`src/rtl/eq_seq_pkg.sv`:
```
// Shared definitions for the per-sample equalizer sequencer:
// state encoding, channel slice positions and wait-counter sizing.
package eq_seq_pkg;

   typedef enum logic [2:0] {
      IDLE    = 3'd0,
      READ    = 3'd1,
      CAPTURE = 3'd2,
      STROBE  = 3'd3,
      WAIT    = 3'd4,
      WRITE   = 3'd5
   } state_t;

   localparam int unsigned L_LSB = 0;

   // Right channel occupies the upper half of the stereo word.
   function automatic int unsigned r_lsb(input int unsigned sample_width);
      return sample_width;
   endfunction

   // The wait counter holds EQ_LATENCY-1 down to 0; keep at least one bit.
   function automatic int unsigned cnt_width(input int unsigned latency);
      return (latency <= 2) ? 1 : $clog2(latency);
   endfunction

endpackage

```
`src/rtl/eq_sample_sequencer.sv`:
```
// Moves one stereo sample at a time ADC FIFO -> equalizers -> DAC FIFO.
// Optional EQ_SEQ_BYPASS_EN adds a bypass input that routes the raw word straight to the DAC FIFO.
module eq_sample_sequencer
   import eq_seq_pkg::*;
#(
   parameter int unsigned DATA_WIDTH   = 32,
   parameter int unsigned SAMPLE_WIDTH = 16,
   parameter int unsigned EQ_LATENCY   = 8
) (
   input  logic                    clk,
   input  logic                    reset_n,
   input  logic                    init_done,
`ifdef EQ_SEQ_BYPASS_EN
   input  logic                    bypass,
`endif
   input  logic                    adcfifo_empty,
   output logic                    adcfifo_read,
   input  logic [DATA_WIDTH-1:0]   adcfifo_readdata,
   input  logic                    dacfifo_full,
   output logic                    dacfifo_wren,
   output logic [DATA_WIDTH-1:0]   dacfifo_wrdata,
   output logic                    eq_ce,
   output logic [SAMPLE_WIDTH-1:0] eq_in_l,
   output logic [SAMPLE_WIDTH-1:0] eq_in_r,
   input  logic [SAMPLE_WIDTH-1:0] eq_out_l,
   input  logic [SAMPLE_WIDTH-1:0] eq_out_r,
   output logic                    busy,
   output logic [31:0]             sample_cnt
);

   localparam int unsigned CNT_W = cnt_width(EQ_LATENCY);
   localparam int unsigned R_LSB = r_lsb(SAMPLE_WIDTH);
   localparam logic [CNT_W-1:0] CNT_LOAD = CNT_W'(EQ_LATENCY - 1);

   state_t           state;
   state_t           state_nxt;
   logic [CNT_W-1:0] wait_cnt;
   logic             cnt_done;
   logic             byp;

`ifdef EQ_SEQ_BYPASS_EN
   assign byp = bypass;
`else
   assign byp = 1'b0;
`endif

   assign cnt_done = (wait_cnt == '0);

   // State register
   always_ff @(posedge clk or negedge reset_n) begin
      if (!reset_n) begin
         state <= IDLE;
      end else begin
         state <= state_nxt;
      end
   end

   // Next-state logic
   always_comb begin
      state_nxt = state;
      case (state)
         IDLE: begin
            if (init_done && !adcfifo_empty && !dacfifo_full) begin
               state_nxt = READ;
            end
         end
         READ:    state_nxt = CAPTURE;
         CAPTURE: state_nxt = byp ? WRITE : STROBE;
         STROBE:  state_nxt = WAIT;
         WAIT: begin
            if (cnt_done) begin
               state_nxt = WRITE;
            end
         end
         WRITE: begin
            if (!dacfifo_full) begin
               state_nxt = IDLE;
            end
         end
         default: state_nxt = IDLE;
      endcase
   end

   // Moore strobes; the DAC push is qualified by full so a blocked write simply holds
   always_comb begin
      adcfifo_read = 1'b0;
      eq_ce        = 1'b0;
      dacfifo_wren = 1'b0;
      busy         = 1'b1;
      case (state)
         IDLE:    busy         = 1'b0;
         READ:    adcfifo_read = 1'b1;
         STROBE:  eq_ce        = 1'b1;
         WRITE:   dacfifo_wren = !dacfifo_full;
         default: ;
      endcase
   end

   // Sample capture, latency counter, result register and push counter
   always_ff @(posedge clk or negedge reset_n) begin
      if (!reset_n) begin
         eq_in_l        <= '0;
         eq_in_r        <= '0;
         wait_cnt       <= '0;
         dacfifo_wrdata <= '0;
         sample_cnt     <= '0;
      end else begin
         case (state)
            CAPTURE: begin
               eq_in_l <= adcfifo_readdata[L_LSB +: SAMPLE_WIDTH];
               eq_in_r <= adcfifo_readdata[R_LSB +: SAMPLE_WIDTH];
               if (byp) begin
                  dacfifo_wrdata <= adcfifo_readdata;
               end
            end
            STROBE: wait_cnt <= CNT_LOAD;
            WAIT: begin
               if (cnt_done) begin
                  dacfifo_wrdata <= DATA_WIDTH'({eq_out_r, eq_out_l});
               end else begin
                  wait_cnt <= wait_cnt - CNT_W'(1);
               end
            end
            WRITE: begin
               if (!dacfifo_full) begin
                  sample_cnt <= sample_cnt + 32'd1;
               end
            end
            default: ;
         endcase
      end
   end

endmodule

```
`config.mk`:
```
export PLATFORM = sky130hd
export DESIGN_NAME = eq_sample_sequencer
export DESIGN_NICKNAME = d
export VERILOG_FILES = /design/src/rtl/eq_seq_pkg.sv /design/src/rtl/eq_sample_sequencer.sv
export SDC_FILE = /design/constraint.sdc
export NUM_CORES = 1
export LEC_CHECK = 0
export ABC_AREA = 1
export ABC_CLOCK_PERIOD_IN_PS = 1400
export CORE_ASPECT_RATIO = 1.25
export CORE_MARGIN = 2
export CORE_UTILIZATION = 25
export DETAILED_ROUTE_END_ITERATION = 16
export MAX_ROUTING_LAYER = met4
export PLACE_DENSITY = 0.53
export SLEW_MARGIN = 30
export SYNTH_ARGS = -nofsm -noshare
export SYNTH_HDL_FRONTEND = slang
export SYNTH_SLANG_ARGS = --single-unit
```
`constraint.sdc`:
```
create_clock -name clk -period 1.4 [get_ports clk]
set_clock_uncertainty 0.05 [all_clocks]
set_input_delay 0.14 -clock clk [delete_from_list [all_inputs] [get_ports clk]]
set_output_delay 0.14 -clock clk [all_outputs]
set_load 0.005 [all_outputs]
```
==> impl_metrics.json <==
{
  "seq_power_share_pct": 36.3,
  "grt_start_max_net_pins": 103,
  "powerDensity_mw_per_mm2": 1540,
  "cpPeakStageDelay_ns": 0.43,
  "syn_to_final_growth_pct": 86.1,
  "synth_area_mm2": 0.00445,
  "cts.sinks": 102,
  "min_period_ns": 1.57,
  "sw_frac_of_total_pct": 28.9,
  "ys.warnings.count": 0,
  "drive_gt1_share_pct": 40.5,
  "clk_pin_slew_worst_paths_ns": 0.07,
  "max_cap_violations": 0,
  "die_area_mm2": 0.0189,
  "cts_root_buf": "clkbuf_16",
  "fill_cells": 1645,
  "netlist_instances": 412,
  "synth_area_per_cell_um2": 10.8,
  "placed_cell_area_mm2": 0.00700,
  "wire_per_inst_um": 14.5,
  "yosysTopAreaCellShare_pct": 57.3,
  "grt_pass1_vias": 4400,
  "utilization_pct": 47.5,
  "drt-total-wl_mm": 13.6,
  "p_int_mw": 9.05,
  "num_vias": 4022,
  "fmax_ghz": 0.637,
  "tightest_slew_ns": 0.616,
  "slew_headroom_pct": 58.9,
  "synthTopCellsByArea": "dfrtp_1 (57%), mux2_2 (14%), nand2_1 (6.8%)",
  "startpoint_type": "flop",
  "pwr-share-clk_pct": 20.0,
  "cpMostUsedCell": "buf_12",
  "path_class": "reg -> reg",
  "io_pins": 169,
  "grt_setup_unrepaired": "true",
  "power.leakage_nw": 4.19,
  "critPathRequiredTime_ns": 1.58,
  "grt_pass1_wl_mm": 21.7,
  "numCtsBuffers": 9,
  "postRouteAntennaNets": 0,
  "synth-seq-cells": 102,
  "worst_slack_ns": -0.170,
  "slowest_stage": "dfrtp_1",
  "crit_arrival_ns": 1.75,
  "vdd_drop_max_uv": 796,
  "track_usage_pct": 15.1,
  "antenna_found_initial": 0,
  "drcViolationCount": 0,
  "ctsLongestPathBuffers": 2,
  "combPwrFrac_pct": 43.7,
  "crit_chain": "buf_6 > inv_6 > nand3_4 > buf_12 > buf_12 > mux2_4",
  "post-route-period-util_pct": 112,
  "synth_fp_nets": 484,
  "failed_checks": "negative setup slack",
  "dieHeight_um": 153,
  "cp_num_buf_inv": 4,
  "cp_top_family": "buffers and inverters",
  "start_util_pct": 25.5,
  "stdcell_area_mm2": 0.00829,
  "crit_path_end_kind": "flop",
  "finalHoldViolCount": 0,
  "drt_iter0_drc": 148,
  "hold_class": "in -> async",
  "ys_types": 24,
  "cts_tree": "yes",
  "crit_fanout": 7,
  "globalplace.congestion": 0.803,
  "io_buffers": 168,
  "fin_nets": 783,
  "synth_top_area_cell": "dfrtp_1",
  "via_per_inst": 4.28,
  "drv_slew": 0,
  "die_w_um": 123,
  "status": "finished, violations left",
  "core_area_mm2": 0.0174,
  "clk_latency_ns": 0.35,
  "gr-total-overflow": 0,
  "ys_seq_area_share_pct": 57.3,
  "num_antenna_cells": 0,
  "dp_hpwl_mm": 9.17,
  "ctsHtreeMaxLevel": 3,
  "firstDrtPassIters": 4,
  "tns_ns": -8.22,
  "p_switching_mw": 3.68,
  "finalSetupViolCount": 94,
  "num_rows": 54
}
[path summary, 6_finish.rpt]
path	slack [ns]	startpoint	to	depth (start not counted)
hold / removal	0.29	reset_n	dacfifo_wrdata[12]	3
hold reg to reg	0.45	dacfifo_wrdata[25]	dacfifo_wrdata[25]	1
min in group clk	0.34	eq_out_r[4]	dacfifo_wrdata[20]	2
setup / recovery	-0.17	state[0]	eq_in_r[0]	6
max in group asynchronous	0.45	reset_n	sample_cnt[29]	3
setup reg to reg	-0.17	state[0]	eq_in_r[0]	6
[routing by layer]
metal / track usage [%] / wire (µm)
met4: 7.31 / 394
met1: 16.3 / 5500
met5: - / 0
met3: 2.43 / 535
met2: 26.4 / 7180
[cell usage in the layout, fill, tap and decap left out, types with 3 or more instances in the layout]
cell type / n
nor2_1: 17
mux2_2: 22
inv_1: 32
dfrtp_2: 3
nor2_2: 8
dlygate4sd2_1: 84
nand4_1: 11
nand3_1: 11
nand2_4: 8
nand3_4: 4
xor2_1: 11
buf_12: 7
buf_4: 100
mux2_4: 40
inv_2: 6
nand2_2: 11
nand3_2: 7
xnor2_1: 7
nand2_1: 63
dfrtp_1: 99
nor2_4: 21
clkdlybuf4s50_1: 68
buf_6: 21
dlymetal6s2s_1: 8
clkbuf_16: 10
[cell type report]
class | instances | area, µm² | area share [%]
sequential | 102 | 2560 | 30.8
timing repair buffer | 295 | 2740 | 33.0
tap | 224 | 280 | 3.38
multi-input combinational | 264 | 2260 | 27.3
clock inverter | 7 | 73.8 | 0.891
inverter | 39 | 151 | 1.83
clock buffer | 9 | 225 | 2.72
[sequential cells by signal, indices dropped and copies added (netlist names)]
name and cells:
wait_cnt 3, state 3, eq_in_l 16, sample_cnt 32, dacfifo_wrdata 32, eq_in_r 16
[synth_stat cells]
| cell type | number |
|---|---|
| buf_2 | 7 |
| nand4_1 | 11 |
| nor3_1 | 4 |
| nand4_2 | 1 |
| inv_1 | 37 |
| o21ai_0 | 5 |
| mux2_1 | 10 |
| nand3_1 | 22 |
| nor2_4 | 2 |
| nor2_1 | 44 |
| o211ai_1 | 1 |
| xor2_1 | 11 |
| nand2_1 | 81 |
| nor3_4 | 1 |
| dfrtp_1 | 102 |
| o21bai_1 | 1 |
| xnor2_1 | 9 |
| nand2_2 | 1 |
| a22oi_1 | 1 |
| a21oi_1 | 1 |
| ha_1 | 3 |
| inv_2 | 2 |
| mux2_2 | 54 |
| a211oi_1 | 1 |
[logic make-up (layout without fill, tap and decap cells)]
group / count (synthesis) / in the layout / synth area share [%]
mux: 64 / 64 / 16.2
xor+xnor: 20 / 20 / 3.93
flops: 102 / 102 / 57.3
buf+inv: 46 / 350 / 4.07
compound gates: 10 / 10 / 1.35
simple gates: 167 / 167 / 16.3
fa+ha+maj: 3 / 3 / 0.843
[power groups by stage]
| stage | sequential [mW] | combinational (mW) | clock (mW) |
|---|---|---|---|
| after CTS | 4.61 | 5.41 | 2.66 |
| after detailed placement | 4.69 | 4.86 | 0 |
| after global routing | 4.76 | 6.00 | 2.81 |
| final | 4.62 | 5.57 | 2.54 |
| after floorplan | 4.71 | 1.67 | 0 |
| after global placement | 4.63 | 4.79 | 0 |
[tightest hold or removal path: stages]
cell	delay, ns
dlygate4sd3_1	0.52
buf_4	0.11
buf_12	0.36
[stage by stage]
stage	hold slack (ns)	instances	power, mW	setup WS, ns
3_3_place_gp	0.199	868	9.42	-0.207
5_1_grt	0.338	940	13.6	-0.232
4_1_cts	0.325	926	12.7	-0.161
3_5_place_dp	0.208	868	9.55	-0.227
2_1_floorplan	-0.206	412	6.38	-0.0658
6_report	0.289	940	12.7	-0.170
[repair_timing]
item	in CTS	in global routing
pin swaps	31	28
hold buffers	1	0
gates resized for setup	234	49
hold endpoints to repair	102	0
endpoints found under the setup margin	188	111
cloned	2	1
setup buffers	40	14
No activity file was read; power rests on OpenSTA's default activity.
